===== src/rtl/key_pkg.sv =====
// key_pkg
//   Shared types for the pushbutton conditioning path.
//   debounce_state_t : per-channel debounce FSM state, also exported from
//                      each channel so the level can be decoded from it
//                      and so checkers can observe it.
//   is_level()       : debounced active-high level of a channel state.
package key_pkg;

    typedef enum logic [1:0] {
        RELEASED     = 2'd0,
        PRESS_WAIT   = 2'd1,
        HELD         = 2'd2,
        RELEASE_WAIT = 2'd3
    } debounce_state_t;

    // The key still counts as held while a release is being qualified.
    function automatic logic is_level(input debounce_state_t s);
        return (s == HELD) || (s == RELEASE_WAIT);
    endfunction

endpackage


===== src/rtl/key_debounce.sv =====
// key_debounce
//   One pushbutton channel: 2-flop synchronizer, debounce FSM with a
//   stability counter, and registered one-cycle press/release pulses.
//   Ports:
//     clock        : system clock
//     reset_L      : asynchronous active-low reset
//     key_raw_L    : raw pushbutton, active-low (0 = pressed)
//     state        : current FSM state (debounced level is decoded from it)
//     key_pressed  : one-cycle pulse after an accepted press
//     key_released : one-cycle pulse after an accepted release
module key_debounce
    import key_pkg::*;
#(
    parameter int DEBOUNCE_CYCLES = 500000
)
(
    input  logic            clock,
    input  logic            reset_L,
    input  logic            key_raw_L,
    output debounce_state_t state,
    output logic            key_pressed,
    output logic            key_released
);

    localparam int CNT_W = $clog2(DEBOUNCE_CYCLES + 1);
    localparam logic [CNT_W-1:0] CNT_LAST = CNT_W'(DEBOUNCE_CYCLES - 1);

    logic [1:0]      sync_q;
    logic            s;
    debounce_state_t state_q, state_d;
    logic [CNT_W-1:0] cnt_q, cnt_d;
    logic            press_evt, release_evt;

    // Sync flops reset to 1 so the channel starts out "released".
    always_ff @(posedge clock or negedge reset_L) begin
        if (!reset_L) begin
            sync_q <= 2'b11;
        end else begin
            sync_q <= {sync_q[0], key_raw_L};
        end
    end

    assign s = ~sync_q[1];

    always_ff @(posedge clock or negedge reset_L) begin
        if (!reset_L) begin
            state_q      <= RELEASED;
            cnt_q        <= '0;
            key_pressed  <= 1'b0;
            key_released <= 1'b0;
        end else begin
            state_q      <= state_d;
            cnt_q        <= cnt_d;
            key_pressed  <= press_evt;
            key_released <= release_evt;
        end
    end

    // The counter is cleared on every state change and stops advancing once
    // it reaches CNT_LAST, because that same sample moves the FSM on.
    always_comb begin
        state_d     = state_q;
        cnt_d       = cnt_q;
        press_evt   = 1'b0;
        release_evt = 1'b0;
        case (state_q)
            RELEASED: begin
                if (s) begin
                    state_d = PRESS_WAIT;
                    cnt_d   = '0;
                end
            end
            PRESS_WAIT: begin
                if (!s) begin
                    state_d = RELEASED;
                    cnt_d   = '0;
                end else if (cnt_q == CNT_LAST) begin
                    state_d   = HELD;
                    cnt_d     = '0;
                    press_evt = 1'b1;
                end else begin
                    cnt_d = cnt_q + CNT_W'(1);
                end
            end
            HELD: begin
                if (!s) begin
                    state_d = RELEASE_WAIT;
                    cnt_d   = '0;
                end
            end
            RELEASE_WAIT: begin
                if (s) begin
                    state_d = HELD;
                    cnt_d   = '0;
                end else if (cnt_q == CNT_LAST) begin
                    state_d     = RELEASED;
                    cnt_d       = '0;
                    release_evt = 1'b1;
                end else begin
                    cnt_d = cnt_q + CNT_W'(1);
                end
            end
            default: begin
                state_d = RELEASED;
                cnt_d   = '0;
            end
        endcase
    end

    assign state = state_q;

endmodule


===== src/rtl/key_conditioner.sv =====
// key_conditioner
//   Board-pin front end for the game core: debounces the active-low
//   pushbuttons and double-flop synchronizes the slide switches.
//   Ports:
//     clock        : system clock (CLOCK_50 domain)
//     reset_L      : asynchronous active-low reset
//     key_raw_L    : raw pushbuttons, active-low (0 = pressed)
//     sw_raw       : raw slide switches
//     key_level    : debounced key state, active-high (1 = held)
//     key_pressed  : one-cycle pulse per accepted press
//     key_released : one-cycle pulse per accepted release
//     sw_sync      : 2-flop synchronized switches (no debounce)
module key_conditioner
    import key_pkg::*;
#(
    parameter int N_KEYS          = 4,
    parameter int SW_WIDTH        = 18,
    parameter int DEBOUNCE_CYCLES = 500000
)
(
    input  logic                clock,
    input  logic                reset_L,
    input  logic [N_KEYS-1:0]   key_raw_L,
    input  logic [SW_WIDTH-1:0] sw_raw,
    output logic [N_KEYS-1:0]   key_level,
    output logic [N_KEYS-1:0]   key_pressed,
    output logic [N_KEYS-1:0]   key_released,
    output logic [SW_WIDTH-1:0] sw_sync
);

    logic [SW_WIDTH-1:0] sw_meta_q;

    always_ff @(posedge clock or negedge reset_L) begin
        if (!reset_L) begin
            sw_meta_q <= '0;
            sw_sync   <= '0;
        end else begin
            sw_meta_q <= sw_raw;
            sw_sync   <= sw_meta_q;
        end
    end

    for (genvar i = 0; i < N_KEYS; i++) begin : g_key
        debounce_state_t key_state;

        key_debounce #(
            .DEBOUNCE_CYCLES(DEBOUNCE_CYCLES)
        ) u_debounce (
            .clock        (clock),
            .reset_L      (reset_L),
            .key_raw_L    (key_raw_L[i]),
            .state        (key_state),
            .key_pressed  (key_pressed[i]),
            .key_released (key_released[i])
        );

        assign key_level[i] = is_level(key_state);
    end

endmodule


===== config.mk =====
export PLATFORM = sky130hd
export DESIGN_NAME = key_conditioner
export DESIGN_NICKNAME = d
export VERILOG_FILES = /design/src/rtl/key_pkg.sv /design/src/rtl/key_debounce.sv /design/src/rtl/key_conditioner.sv
export SDC_FILE = /design/constraint.sdc
export NUM_CORES = 1
export LEC_CHECK = 0
export CORE_MARGIN = 2
export CORE_UTILIZATION = 50
export CTS_BUF_LIST = sky130_fd_sc_hd__clkbuf_8 sky130_fd_sc_hd__clkbuf_16
export DETAILED_ROUTE_END_ITERATION = 16
export PLACE_DENSITY = 0.85
export SETUP_SLACK_MARGIN = 0.5
export SLEW_MARGIN = 20
export SYNTH_ARGS = -nofsm -noshare
export SYNTH_HDL_FRONTEND = slang
export SYNTH_SLANG_ARGS = --single-unit

===== constraint.sdc =====
create_clock -name clock -period 1.9 [get_ports clock]
set_input_delay 0.38 -clock clock [delete_from_list [all_inputs] [get_ports clock]]
set_output_delay 0.38 -clock clock [all_outputs]
set_load 0.01 [all_outputs]

==> Word level (Yosys, flattened, before mapping) <==
Cells that the tools add are included.
{ "word_totals": {"word_cells": 146, "latch_bits": 0, "romBits": 0, "regBits": 136, "ram_bits": 0, "output_inout_bits": 30, "mem_count": 0} }
{ "classes": {"n_mux": 72, "order_cmp": 0, "bitwise_logic": 0, "reduce_logical": 16, "div_mod_pow": 0, "n_shift": 0, "n_eq_ne": 32, "mul": 0, "add_sub_neg": 4} }
{ "op_table": {"columns": ["operator", "count"], "rows": [
  ["19-bit 2-to-1 mux", 20],
  ["19-bit case mux with 4 select lines", 4],
  ["19-bit by 1-bit adder with 19-bit output (second input constant)", 4],
  ["19-bit == test (second input constant)", 4],
  ["2-bit 2-to-1 mux", 24],
  ["2-bit case mux with 4 select lines", 4],
  ["1-bit 2-to-1 mux", 20],
  ["2-bit == test (second input constant)", 8],
  ["4-bit AND reduction", 4],
  ["3-bit by 1-bit inequality test with 1-bit output (second input constant)", 4],
  ["3-bit inequality test (second input constant)", 4],
  ["2-bit by 1-bit == test with 1-bit output (second input constant)", 4],
  ["2-bit logical NOT", 4],
  ["2-bit by 1-bit inequality test with 1-bit output (second input constant)", 4],
  ["2-bit inequality test (second input constant)", 4],
  ["2-bit AND reduction", 4],
  ["1-bit logical OR", 4]
]} }

==> Depth between registers and ports, before layout <==
Gate-level depths: netlist (run 1).
{ "logic_depth": {"word_depth": 4, "depth_mapped": 8, "depth_no_buf": 6} }

==> By module <==
A second synthesis (run 1) with hierarchy kept.
{ "hier_totals": {"hier_cells": 610, "hier_area_um2": 6281.0} }
{ "by_module_without_submodules": {"columns": ["module", "cells_per_inst", "instances", "area_each_um2"], "rows": [
  ["key_debounce at g_key[0].u_debounce ...", 141, 3, 1342.5],
  ["key_debounce at g_key[3].u_debounce", 147, 1, 1337.5],
  ["key_conditioner", 40, 1, 915.9]
]} }

==> Least setup slack after synthesis (run 1) <==
OpenSTA, ideal clock, no wires.
{ "synth_path": {"path_kind": "flip-flop to flip-flop", "startpoint": "register g_key[3].u_debounce.cnt_q[14]", "endpoint": "register g_key[3].u_debounce.cnt_q[0]", "t_arrival_ps": 1768, "n_path_buf": 1, "path_slack_ps": 7, "required_ps": 1775, "stages_incl_launch_ff": 6, "path_cell_list": "dfrtp_1 or4_1 nor3_2 a31oi_2 buf_2 mux2_2"} }
{ "synth_between": {"elab_chain_len": 4} }
{ "synth_rtl": {"columns": ["item", "line_no", "text"], "rows": [
  ["start: declaration", "key_debounce.sv:31", "logic [CNT_W-1:0] cnt_q, cnt_d;"],
  ["start signal: assignment", "key_debounce.sv:53", "cnt_q <= cnt_d;"],
  ["19-bit == test (*)", "key_debounce.sv:77, key_debounce.sv:95", null],
  ["19-bit 2-to-1 mux (*)", "key_debounce.sv:77, key_debounce.sv:95", null],
  ["19-bit 2-to-1 mux (on tied branches)", "key_debounce.sv:92, key_debounce.sv:74", null],
  ["19-bit case mux with 4 select lines (*)", "key_debounce.sv:66", "case (state_q)"]
]} }
Every way passes the cells marked *; elsewhere a longest branch is shown, timed or not.
A chain may end at the register's enable or synchronous reset.

==> Final worst setup path (run 1) <==
{ "layout_path": {"startpoint": "register g_key[3].u_debounce.cnt_q[9]", "endpoint": "register g_key[3].u_debounce.cnt_q[12]"} }
{ "layout_between": {"elab_chain_len": 4} }
{ "layout_rtl": {"columns": ["item", "line_no"], "rows": [
  ["19-bit by 1-bit adder with 19-bit output / 19-bit == test (equally long branches)", null],
  ["19-bit 2-to-1 mux (*)", "key_debounce.sv:77, key_debounce.sv:95"],
  ["19-bit 2-to-1 mux (on tied branches)", "key_debounce.sv:92, key_debounce.sv:74"],
  ["19-bit case mux with 4 select lines (*)", "key_debounce.sv:66"]
]} }
Marks and branches as above.

==> results.toml, run 1 <==
[clocking]
clockBufferDepth = 2
path_clk_slew_ns = 0.06
cts-root-buf = "clkbuf_16"
clk_latency_ns = 0.43
clkSinkCount = 136
cts_tree = "yes"
cts_made_buffers = 17
cts_max_level = 4

[critical_path]
critPathCaptureType = "flip-flop"
cp.arrival_ns = 2.32
cp-start-kind = "flip-flop"
critPathKind = "flip-flop to flip-flop"
crit_required_ns = 2.20
ff2ff_path_depth = 7
r2r_slack_ns = -0.12
cp_max_fo = 5

[synth]
synth-main-ff-cell = "dfrtp_1"
synth_edf_count = 0
postSynth.asyncResetShare_pct = 100.0
avgSynthCellArea_um2 = 10.19
ys_warn_count = 0
synth_nets = 623
yosysSeqAreaShare_pct = 56.28
synthesis.instances = 595
synthesis.area_um2 = 6065
synth-seq-cells = 136
yosysUniqueCellTypes = 50

[global_routing]
grt_pass1_vias = 6054
antenna_found_initial = 0
grt-ovfl-total = 0
grtUsageTotal_pct = 29.70
grt_pass1_wl_mm = 29.84
grt_max_degree = 45

[timing]
drv_slew = 0
worst_slew_pin_slew_ns = 0.6176
finalHoldViolCount = 0
skew_ns = 0.01060
finalCritPeriodShare_pct = 106.5
fmax_mhz = 494.2
max-slew-margin-rel_pct = 58.51
rsz0062_at_grt = "yes"
layout_setup_ws_ns = -0.1234
setup_viol = 46
post-route-min-period_ns = 2.023

[routing]
first_pass_iters = 5
vias = 6054
viasPerCell = 6.538
drcViolationCount = 0
drtIter0Drc = 617
wl_mm = 20.91
post_drt_wl_per_cell_um = 22.58
ant_nets = 0

[place]
place_ws_ns = -0.3044
dp_hpwl_mm = 10.01
gp_congestion = 0.8956
port_buffers = 53

[cells_and_area]
layout_common_cells = "dfrtp_1, buf_4, nand2_1, a31oi_1, buf_6"
antennaDiodeCount = 0
final_nets = 794
drive_gt1_share_pct = 46.60
final_common_cell = "dfrtp_1"
syn_to_final_growth_pct = 53.58

[pwr]
p_leak_nw = 4.003
power_mw = 7.538
p_per_area_nw_per_um2 = 809.3
ir_drop_v = 0.001014

[floorplan]
core_um2 = 11910
fp.dieH_um = 114.1
io-pin-count = 54
fp.dieW_um = 114.1
dieArea_um2 = 13030
num_rows = 40
start_util_pct = 50.91

[status]
violations = "negative setup slack"
status = "finished with violations"

[flow_run]
max_cap_viol_count = 0

[hold_path]
holdPathStages = 0
hold_path.class = "flip-flop to flip-flop"
[worst max-delay path, stage by stage, from the launching register on]
cell and delay, ns:
dfrtp_1 0.39, or4_4 0.56, nor3_4 0.20, a31oi_4 0.22, buf_6 0.18, buf_6 0.12, a41oi_2 0.18, a31oi_1 0.06
[path summary, 6_finish.rpt]
path	end	from
hold reg to reg	sw_sync[8]$_DFF_PN0_	sw_meta_q[8]$_DFF_PN0_
hold / removal	sw_sync[8]$_DFF_PN0_	sw_meta_q[8]$_DFF_PN0_
min in group asynchronous	sw_meta_q[3]$_DFF_PN0_	reset_L
setup reg to reg	g_key[3].u_debounce.cnt_q[12]$_DFFE_PN0P_	g_key[3].u_debounce.cnt_q[9]$_DFFE_PN0P_
max in group asynchronous	g_key[0].u_debounce.sync_q[0]$_DFF_PN1_	reset_L
setup / recovery	g_key[3].u_debounce.cnt_q[12]$_DFFE_PN0P_	g_key[3].u_debounce.cnt_q[9]$_DFFE_PN0P_
[per-layer routing]
metal | vias up | track usage, % | share of wire (%) | wire (µm)
met5 | - | 0 | 0 | 0
met4 | 0 | 14.96 | 4.4 | 917
met3 | 109 | 6.194 | 7.2 | 1508
met2 | 383 | 52.22 | 52 | 10940
met1 | 3017 | 34.42 | 36 | 7543
li1 | 2545 | - | - | -
[kinds of logic (layout without fill, tap and decap cells)]
family | Yosys count | after routing | share of synthesized area (%)
and+or+nand+nor | 245 | 245 | 20.73
buffers and inverters | 43 | 224 | 3.714
muxes | 9 | 9 | 1.547
adders and majority gates | 4 | 4 | 0.8253
xor gates and xnor gates | 10 | 10 | 1.444
AOI/OAI and AO/OA | 148 | 151 | 15.45
DFF | 136 | 136 | 56.28
[power breakdown]
| group | internal [mW] | leakage [nW] | total [mW] | switching, mW |
|---|---|---|---|---|
| registers | 3.01 | 1.76 | 3.13 | 0.117 |
| logic | 0.532 | 1.97 | 1.14 | 0.612 |
| clock network | 1.93 | 0.283 | 3.27 | 1.34 |
[synth_stat cells (2+ instances only)]
master / count / area, µm²
nor4_1: 11 / 68.82
xnor2_1: 8 / 70.07
o211ai_1: 4 / 30.03
nor3_2: 2 / 20.02
or4_1: 4 / 30.03
dfrtp_1: 128 / 3203
nor2_1: 33 / 123.9
nor3_1: 11 / 55.05
and3_1: 17 / 106.4
a21oi_1: 38 / 190.2
clkbuf_1: 11 / 41.29
inv_1: 9 / 33.78
a22o_1: 11 / 96.34
a31oi_1: 43 / 269.0
mux2_2: 3 / 33.78
ha_1: 4 / 50.05
nand2_1: 71 / 266.5
nand4_1: 16 / 100.1
a32oi_1: 2 / 17.52
buf_2: 9 / 45.04
and4_1: 5 / 43.79
buf_6: 3 / 33.78
or2_2: 4 / 25.02
xor2_1: 2 / 17.52
and2_1: 10 / 62.56
nand2b_1: 10 / 62.56
mux2i_1: 6 / 60.06
buf_1: 3 / 11.26
dfstp_2: 8 / 210.2
buf_4: 8 / 60.06
a41oi_1: 9 / 78.83
nand3_1: 44 / 220.2
o21ai_0: 24 / 120.1
a21o_1: 8 / 60.06
[timing repair]
action | in CTS | in global routing
buffers inserted | 45 | 15
resized for setup | 215 | 108
hold buffers | 1 | 0
endpoints found under the setup margin | 121 | 102
pin swaps | 45 | 44
cloned | 11 | 2
endpoints found under the hold margin | 37 | 0
[cell type report]
type | instances | area [µm²]
flip-flops and latches | 136 | 3427
multi-input cells | 419 | 3369
fillers | 650 | 2597
repair buffers | 183 | 1717
clock buffers | 17 | 425.4
well taps | 147 | 183.9
clock inverters | 15 | 152.6
inverters | 9 | 38.79
[flip-flops by register name, summed over array words and instances, names as in the netlist, named ones only]
name / flops
g_key.u_debounce.cnt_q: 76
g_key.u_debounce.key_pressed: 4
g_key.u_debounce.key_released: 4
g_key.u_debounce.state: 4
g_key.u_debounce.sync_q: 8
sw_meta_q: 18
sw_sync: 18
[metrics by stage]
step | utilization, % | instances | hold WS (ns) | setup TNS, ns | area, µm²
floorplan | - | 595 | 0.08441 | 0 | 6345
global placement | 61.26 | 820 | 0.3267 | -1.366 | 7297
detailed placement | 61.26 | 820 | 0.3355 | -3.825 | 7297
CTS | 73.40 | 909 | 0.3476 | -0.2571 | 8743
global route | 78.19 | 926 | 0.3527 | -5.529 | 9314
finish | 78.19 | 926 | 0.3488 | -2.714 | 9314
No activity file was read; power rests on OpenSTA's default activity.
==> run 2: changes to the inputs <==
- SYNTH_HIERARCHICAL: unset -> 1
==> run 2 against run 1 <==
Compared with the run above:
- the flow still finishes with violations (negative setup slack)
- worst hold slack about the same
- sequential cell count unchanged
- critical endpoint is now g_key[3].u_debounce/cnt_q[11]$_DFFE_PN0P_
- sequential share of layout area decreased by 0.77 points
- critical path type unchanged
- largest cell class is now multi-input gates
==> results.toml, run 2 <==
[place]
gp_congestion = 0.8846
dp.cells = 841
dp_hpwl_mm = 9.629
place_ws_ns = -0.08173
port_buffers = 53

[cells_and_area]
layoutNonFillerInstCount = 979
largest_reg_flops = 76
layout_common_cells = "dfrtp_1, buf_4, buf_6, nand2_1, nand3_1"
num-fill-cells = 637
drive_gt1_share_pct = 48.89
top_register = "g_key.u_debounce/cnt_q"
final_util_pct = 78.83
final_common_cell = "dfrtp_1"
top_regs = "g_key.u_debounce/cnt_q x76, sw_meta_q x18, sw_sync x18"
syn_to_final_growth_pct = 52.63
final_nets = 826

[synth]
synth_top_area_cell = "dfrtp_1"
synth-seq-cells = 136
synthesis.area_um2 = 6281
yosysUniqueCellTypes = 50
avgSynthCellArea_um2 = 10.30
synth.top_cell.area_share_pct = 51.00
netlist_top_cells_area = "dfrtp_1, nand3_1, nand2_1"
yosysMostFrequentCell = "dfrtp_1"
ys_warn_count = 6
synth-main-ff-cell = "dfrtp_1"
ys_top_cells_by_count = "dfrtp_1, nand2_1, nand3_1"
synth_edf_count = 0
postSynth.asyncResetShare_pct = 100.0
synth_nets = 638
synthesis.instances = 610
yosysSeqAreaShare_pct = 54.34

[floorplan]
dieArea_um2 = 13470
start_util_pct = 51.65
num_rows = 40
io-pin-count = 54
fp.dieW_um = 116.1
fp.dieH_um = 116.1
core_um2 = 12160

[routing]
wl_mm = 21.80
drtIter0Drc = 717
vias = 6176
ant_nets = 0
post_drt_wl_per_cell_um = 22.27
drcViolationCount = 0
first_pass_iters = 6
viasPerCell = 6.308

[timing]
max-slew-margin-rel_pct = 65.57
finalHoldViolCount = 0
fin_tns_setup_ns = -0.2414
drv_slew = 0
finalCritPeriodShare_pct = 103.1
skew_ns = 0.008121
setup_viol = 6
post-route-min-period_ns = 1.959
layout_setup_ws_ns = -0.05867
worst_slew_pin_slew_ns = 0.5152
rsz0062_at_grt = "yes"
fmax_mhz = 510.6

[flow_run]
max_cap_viol_count = 0

[critical_path]
critPathKind = "flip-flop to flip-flop"
cp.arrival_ns = 2.28
critPathCaptureType = "flip-flop"
crit_required_ns = 2.22
ff2ff_path_depth = 6
r2r-end = "g_key[3].u_debounce/cnt_q[11]$_DFFE_PN0P_"
cp-start-kind = "flip-flop"
critPathLaunch = "g_key[3].u_debounce/cnt_q[11]$_DFFE_PN0P_"
r2r_slack_ns = -0.06
r2r_start = "g_key[3].u_debounce/cnt_q[11]$_DFFE_PN0P_"
cp_max_fo = 5

[clocking]
cts_max_level = 4
clockBufferDepth = 2
cts-root-buf = "clkbuf_16"
clk_latency_ns = 0.44
clkSinkCount = 136
cts_tree = "yes"
path_clk_slew_ns = 0.06
cts_made_buffers = 17

[pwr]
p_leak_nw = 4.183
power_mw = 7.218
p_per_area_nw_per_um2 = 752.9
ir_drop_v = 0.0007090

[status]
status = "finished with violations"
violations = "negative setup slack"

[hold_path]
holdPathStages = 1
hold_path_end = "g_key[2].u_debounce/sync_q[0]$_DFF_PN1_"
hold_path.class = "primary input to flip-flop"
hp-start = "key_raw_L[2]"

[global_routing]
grt_pass1_vias = 6147
antenna_found_initial = 1
grt-ovfl-total = 0
grt_max_degree = 48
grt_pass1_wl_mm = 30.09
grtUsageTotal_pct = 29.34
==> run 2: layout make-up <==
type	instances	area, µm²	area share [%]
Timing Repair Buffer	191	1704	17.78
Clock inverter	13	193.9	2.023
Clock buffer	18	439.2	4.581
Multi-Input combinational cell	422	3471	36.20
Tap cell	168	210.2	2.193
Antenna cell	1	2.502	0.02610
Sequential cell	136	3453	36.02
Inverter	30	112.6	1.175
==> run 2: routing by layer <==
metal | wire length (µm) | vias up | GRT usage, % | part of all wire, %
met5 | 0 | - | 0 | 0
met4 | 1348 | 0 | 15.95 | 6.2
met3 | 1524 | 155 | 8.107 | 7.0
met2 | 11140 | 399 | 50.64 | 51
met1 | 7789 | 3017 | 33.06 | 36
li1 | - | 2605 | - | -
==> run 2: how the worst max path moves through the flow <==
stage                                           endpoint  slack, ns
2_1_floorplan   g_key[3].u_debounce/cnt_q[5]$_DFFE_PN0P_       0.07
3_3_place_gp    g_key[3].u_debounce/cnt_q[2]$_DFFE_PN0P_     0.0003
3_5_place_dp   g_key[3].u_debounce/cnt_q[18]$_DFFE_PN0P_      -0.08
4_1_cts        g_key[3].u_debounce/cnt_q[11]$_DFFE_PN0P_       0.01
5_1_grt        g_key[3].u_debounce/cnt_q[11]$_DFFE_PN0P_       -0.1
6_report       g_key[3].u_debounce/cnt_q[11]$_DFFE_PN0P_      -0.06
==> run 2: cell families after synthesis <==
kind of cell               synth area share [%]
AOI/OAI and AO/OA                         11.59
xor gates and xnor gates                  1.036
adders and majority gates                0.7968
buffers and inverters                     4.442
DFF                                       54.34
muxes                                     1.912
and+or+nand+nor                           25.88
==> run 2: report_power, final <==
part | switching [mW] | internal [mW] | total, mW
Clock | 1.36 | 2.24 | 3.60
Combinational | 0.308 | 0.286 | 0.594
Sequential | 0.0526 | 2.97 | 3.02
Total | 1.72 | 5.50 | 7.22
==> run 2: repair_timing <==
action	in CTS	in global routing
gates resized for setup	245	111
hold buffers	1	0
endpoints found under the setup margin	121	99
pin swaps	57	58
hold endpoints to repair	27	0
cloned	6	0
buffers inserted	65	34
==> run 2: worst max-delay path: stages (launching register included) <==
cell and delay (ns):
dfrtp_1 0.40, or4b_4 0.57, nor3_4 0.31, a31o_4 0.25, buf_6 0.15, or3_4 0.13
o21ai_2 0.05
==> run 2: through the flow <==
| step | hold WS (ns) | instance area [µm²] |
|---|---|---|
| finish | 0.3492 | 9587 |
| global route | 0.3419 | 9584 |
| CTS | 0.3350 | 8900 |
| detailed placement | 0.2856 | 7341 |
| global placement | 0.2840 | 7341 |
| floorplan | 0.08441 | 6500 |
==> run 3: changes to the inputs <==
- CTS_BUF_LIST: sky130_fd_sc_hd__clkbuf_8 sky130_fd_sc_hd__clkbuf_16 -> sky130_fd_sc_hd__clkbuf_8
- SKIP_CTS_REPAIR_TIMING: unset -> 1
- SLEW_MARGIN: 20 -> 10
==> run 3 against run 2 <==
Compared with the run above:
- the flow still finishes with violations (negative setup slack)
- largest cell class is now flip-flops and latches
- sequential share of layout area grew 3.1 points
- global-route usage shrank 6.7 points
- fmax shrank 0.65%
- clock skew grew 0.0013 ns
- worst setup slack lost 0.013 ns
- total power shrank 14%
- cell count shrank 5.7%
- critical path depth is the same
- non-clock buffer count shrank 55
- die area is the same
==> results.toml, run 3 (same netlist as run 2, synthesis figures left out) <==
[status]
status = "finished with violations"
violations = "negative setup slack"

[timing]
max-slew-margin-rel_pct = 53.40
finalHoldViolCount = 0
post-route-min-period_ns = 1.971
worst_slew_pin_slew_ns = 0.6983
skew_ns = 0.009407
finalCritPeriodShare_pct = 103.8
setup_viol = 6
drv_slew = 0
rsz0062_at_grt = "yes"
fmax_mhz = 507.3
layout_setup_ws_ns = -0.07139

[cells_and_area]
drive_gt1_share_pct = 42.25
largest_reg_flops = 76
layout_common_cells = "dfrtp_1, nand2_1, buf_4, nand3_1, buf_6"
antennaDiodeCount = 0
top_regs = "g_key.u_debounce/cnt_q x76, sw_meta_q x18, sw_sync x18"
fin_area_um2 = 8796
final_nets = 771
syn_to_final_growth_pct = 40.04
final_common_cell = "dfrtp_1"
top_register = "g_key.u_debounce/cnt_q"

[pwr]
switching_share_pct = 24.30
power_mw = 6.172
power_frac_seq_pct = 49.0
p_per_area_nw_per_um2 = 701.7
ir_drop_v = 0.0005872
p_sw_mw = 1.500
p_int_mw = 4.673
p_leak_nw = 3.799
p_clk_share_pct = 43.0
p_comb_share_pct = 8.0

[floorplan]
fp.dieW_um = 116.1
fp.dieH_um = 116.1
io-pin-count = 54
start_util_pct = 51.65
num_rows = 40
dieArea_um2 = 13470
core_um2 = 12160

[place]
gp_congestion = 0.8846
port_buffers = 53
dp_hpwl_mm = 9.629
dpl_cell_area_um2 = 7341

[clocking]
cts_max_level = 4
clk_latency_ns = 0.47
path_clk_slew_ns = 0.08
clkSinkCount = 136
clockBufferDepth = 2
cts_made_buffers = 17
cts-root-buf = "clkbuf_8"
cts_tree = "yes"

[routing]
vias = 5653
post_drt_wl_per_cell_um = 19.17
drcViolationCount = 0
first_pass_iters = 6
ant_nets = 0
wl_mm = 17.69
viasPerCell = 6.125
drtIter0Drc = 469

[hold_path]
hold_path.class = "primary input to flip-flop"

[flow_run]
max_cap_viol_count = 0

[critical_path]
cp-start-kind = "flip-flop"
critPathCaptureType = "flip-flop"
critPathKind = "flip-flop to flip-flop"
crit_required_ns = 2.25
cp.arrival_ns = 2.32
cp_max_fo = 7

[global_routing]
grtUsageTotal_pct = 22.65
grt_max_degree = 48
grt_pass1_wl_mm = 23.60
grt-ovfl-total = 0
antenna_found_initial = 0
grt_pass1_vias = 5017
==> run 3: cell count changes in the layout (fill, tap and decap cells not counted), moves of 6 or more <==
cell,before,now
dfrtp_2,32,25
buf_4,83,50
dfrtp_1,96,103
buf_6,52,35
clkbuf_16,17,0
o21ai_0,2,8
buf_2,26,3
clkbuf_2,0,21
clkbuf_8,1,18
==> run 3: layout make-up <==
class,count,area (µm²)
timing repair buffer,136,1187
fill,752,3366
clock inverter,13,193.9
tap,168,210.2
sequential,136,3445
multi-input combinational,422,3400
inverter,30,112.6
clock buffer,18,247.7
==> run 3: power groups by stage <==
stage | logic, mW | clock network (mW) | registers [mW]
floorplan | 0.177 | 0 | 3.06
global placement | 0.364 | 0 | 3.06
detailed placement | 0.375 | 0 | 3.06
CTS | 0.379 | 2.69 | 3.01
finish | 0.494 | 2.66 | 3.02
global route | 0.531 | 2.83 | 3.03
==> run 3: per-layer routing <==
layer  track usage [%]  vias to the layer above  wire, µm
li1                  -                     2491         -
met1             28.39                     2775      6689
met3             7.427                       87      1131
met5                 0                        -         0
met2             36.73                      300      9128
met4             8.810                        0       743
==> run 3: metrics by stage <==
step	TNS, ns	std cells	util, %	setup slack, ns	hold WS [ns]
floorplan	0	610	-	0.06731	0.08441
global placement	0	841	60.36	0.0003073	0.2840
detailed placement	-0.3365	841	60.36	-0.08173	0.2856
CTS	-1.038	872	63.99	-0.1147	-0.2206
global route	-0.7040	923	72.33	-0.1177	0.2881
finish	-0.2441	923	72.33	-0.07139	0.3182
==> run 3: final timing paths <==
check	startpoint	end	slack, ns	cells after the start
worst max-delay path	g_key[3].u_debounce/cnt_q[6]$_DFFE_PN0P_	g_key[3].u_debounce/cnt_q[6]$_DFFE_PN0P_	-0.07	6
worst min-delay path	key_raw_L[2]	g_key[2].u_debounce/sync_q[0]$_DFF_PN1_	0.32	1
worst max register to register	g_key[3].u_debounce/cnt_q[6]$_DFFE_PN0P_	g_key[3].u_debounce/cnt_q[6]$_DFFE_PN0P_	-0.07	6
worst min register to register	sw_meta_q[5]$_DFF_PN0_	sw_sync[5]$_DFF_PN0_	0.34	0
max in group asynchronous	reset_L	g_key[2].u_debounce/sync_q[0]$_DFF_PN1_	0.93	3
min in group asynchronous	reset_L	sw_sync[17]$_DFF_PN0_	0.37	2
==> run 3: critical path, cell delays in order, from the launching register on <==
cell and delay, ns:
dfrtp_1 0.39, or4bb_4 0.55, nor3_4 0.25, buf_6 0.14
a31oi_4 0.13, a21oi_1 0.28, o21ai_1 0.10
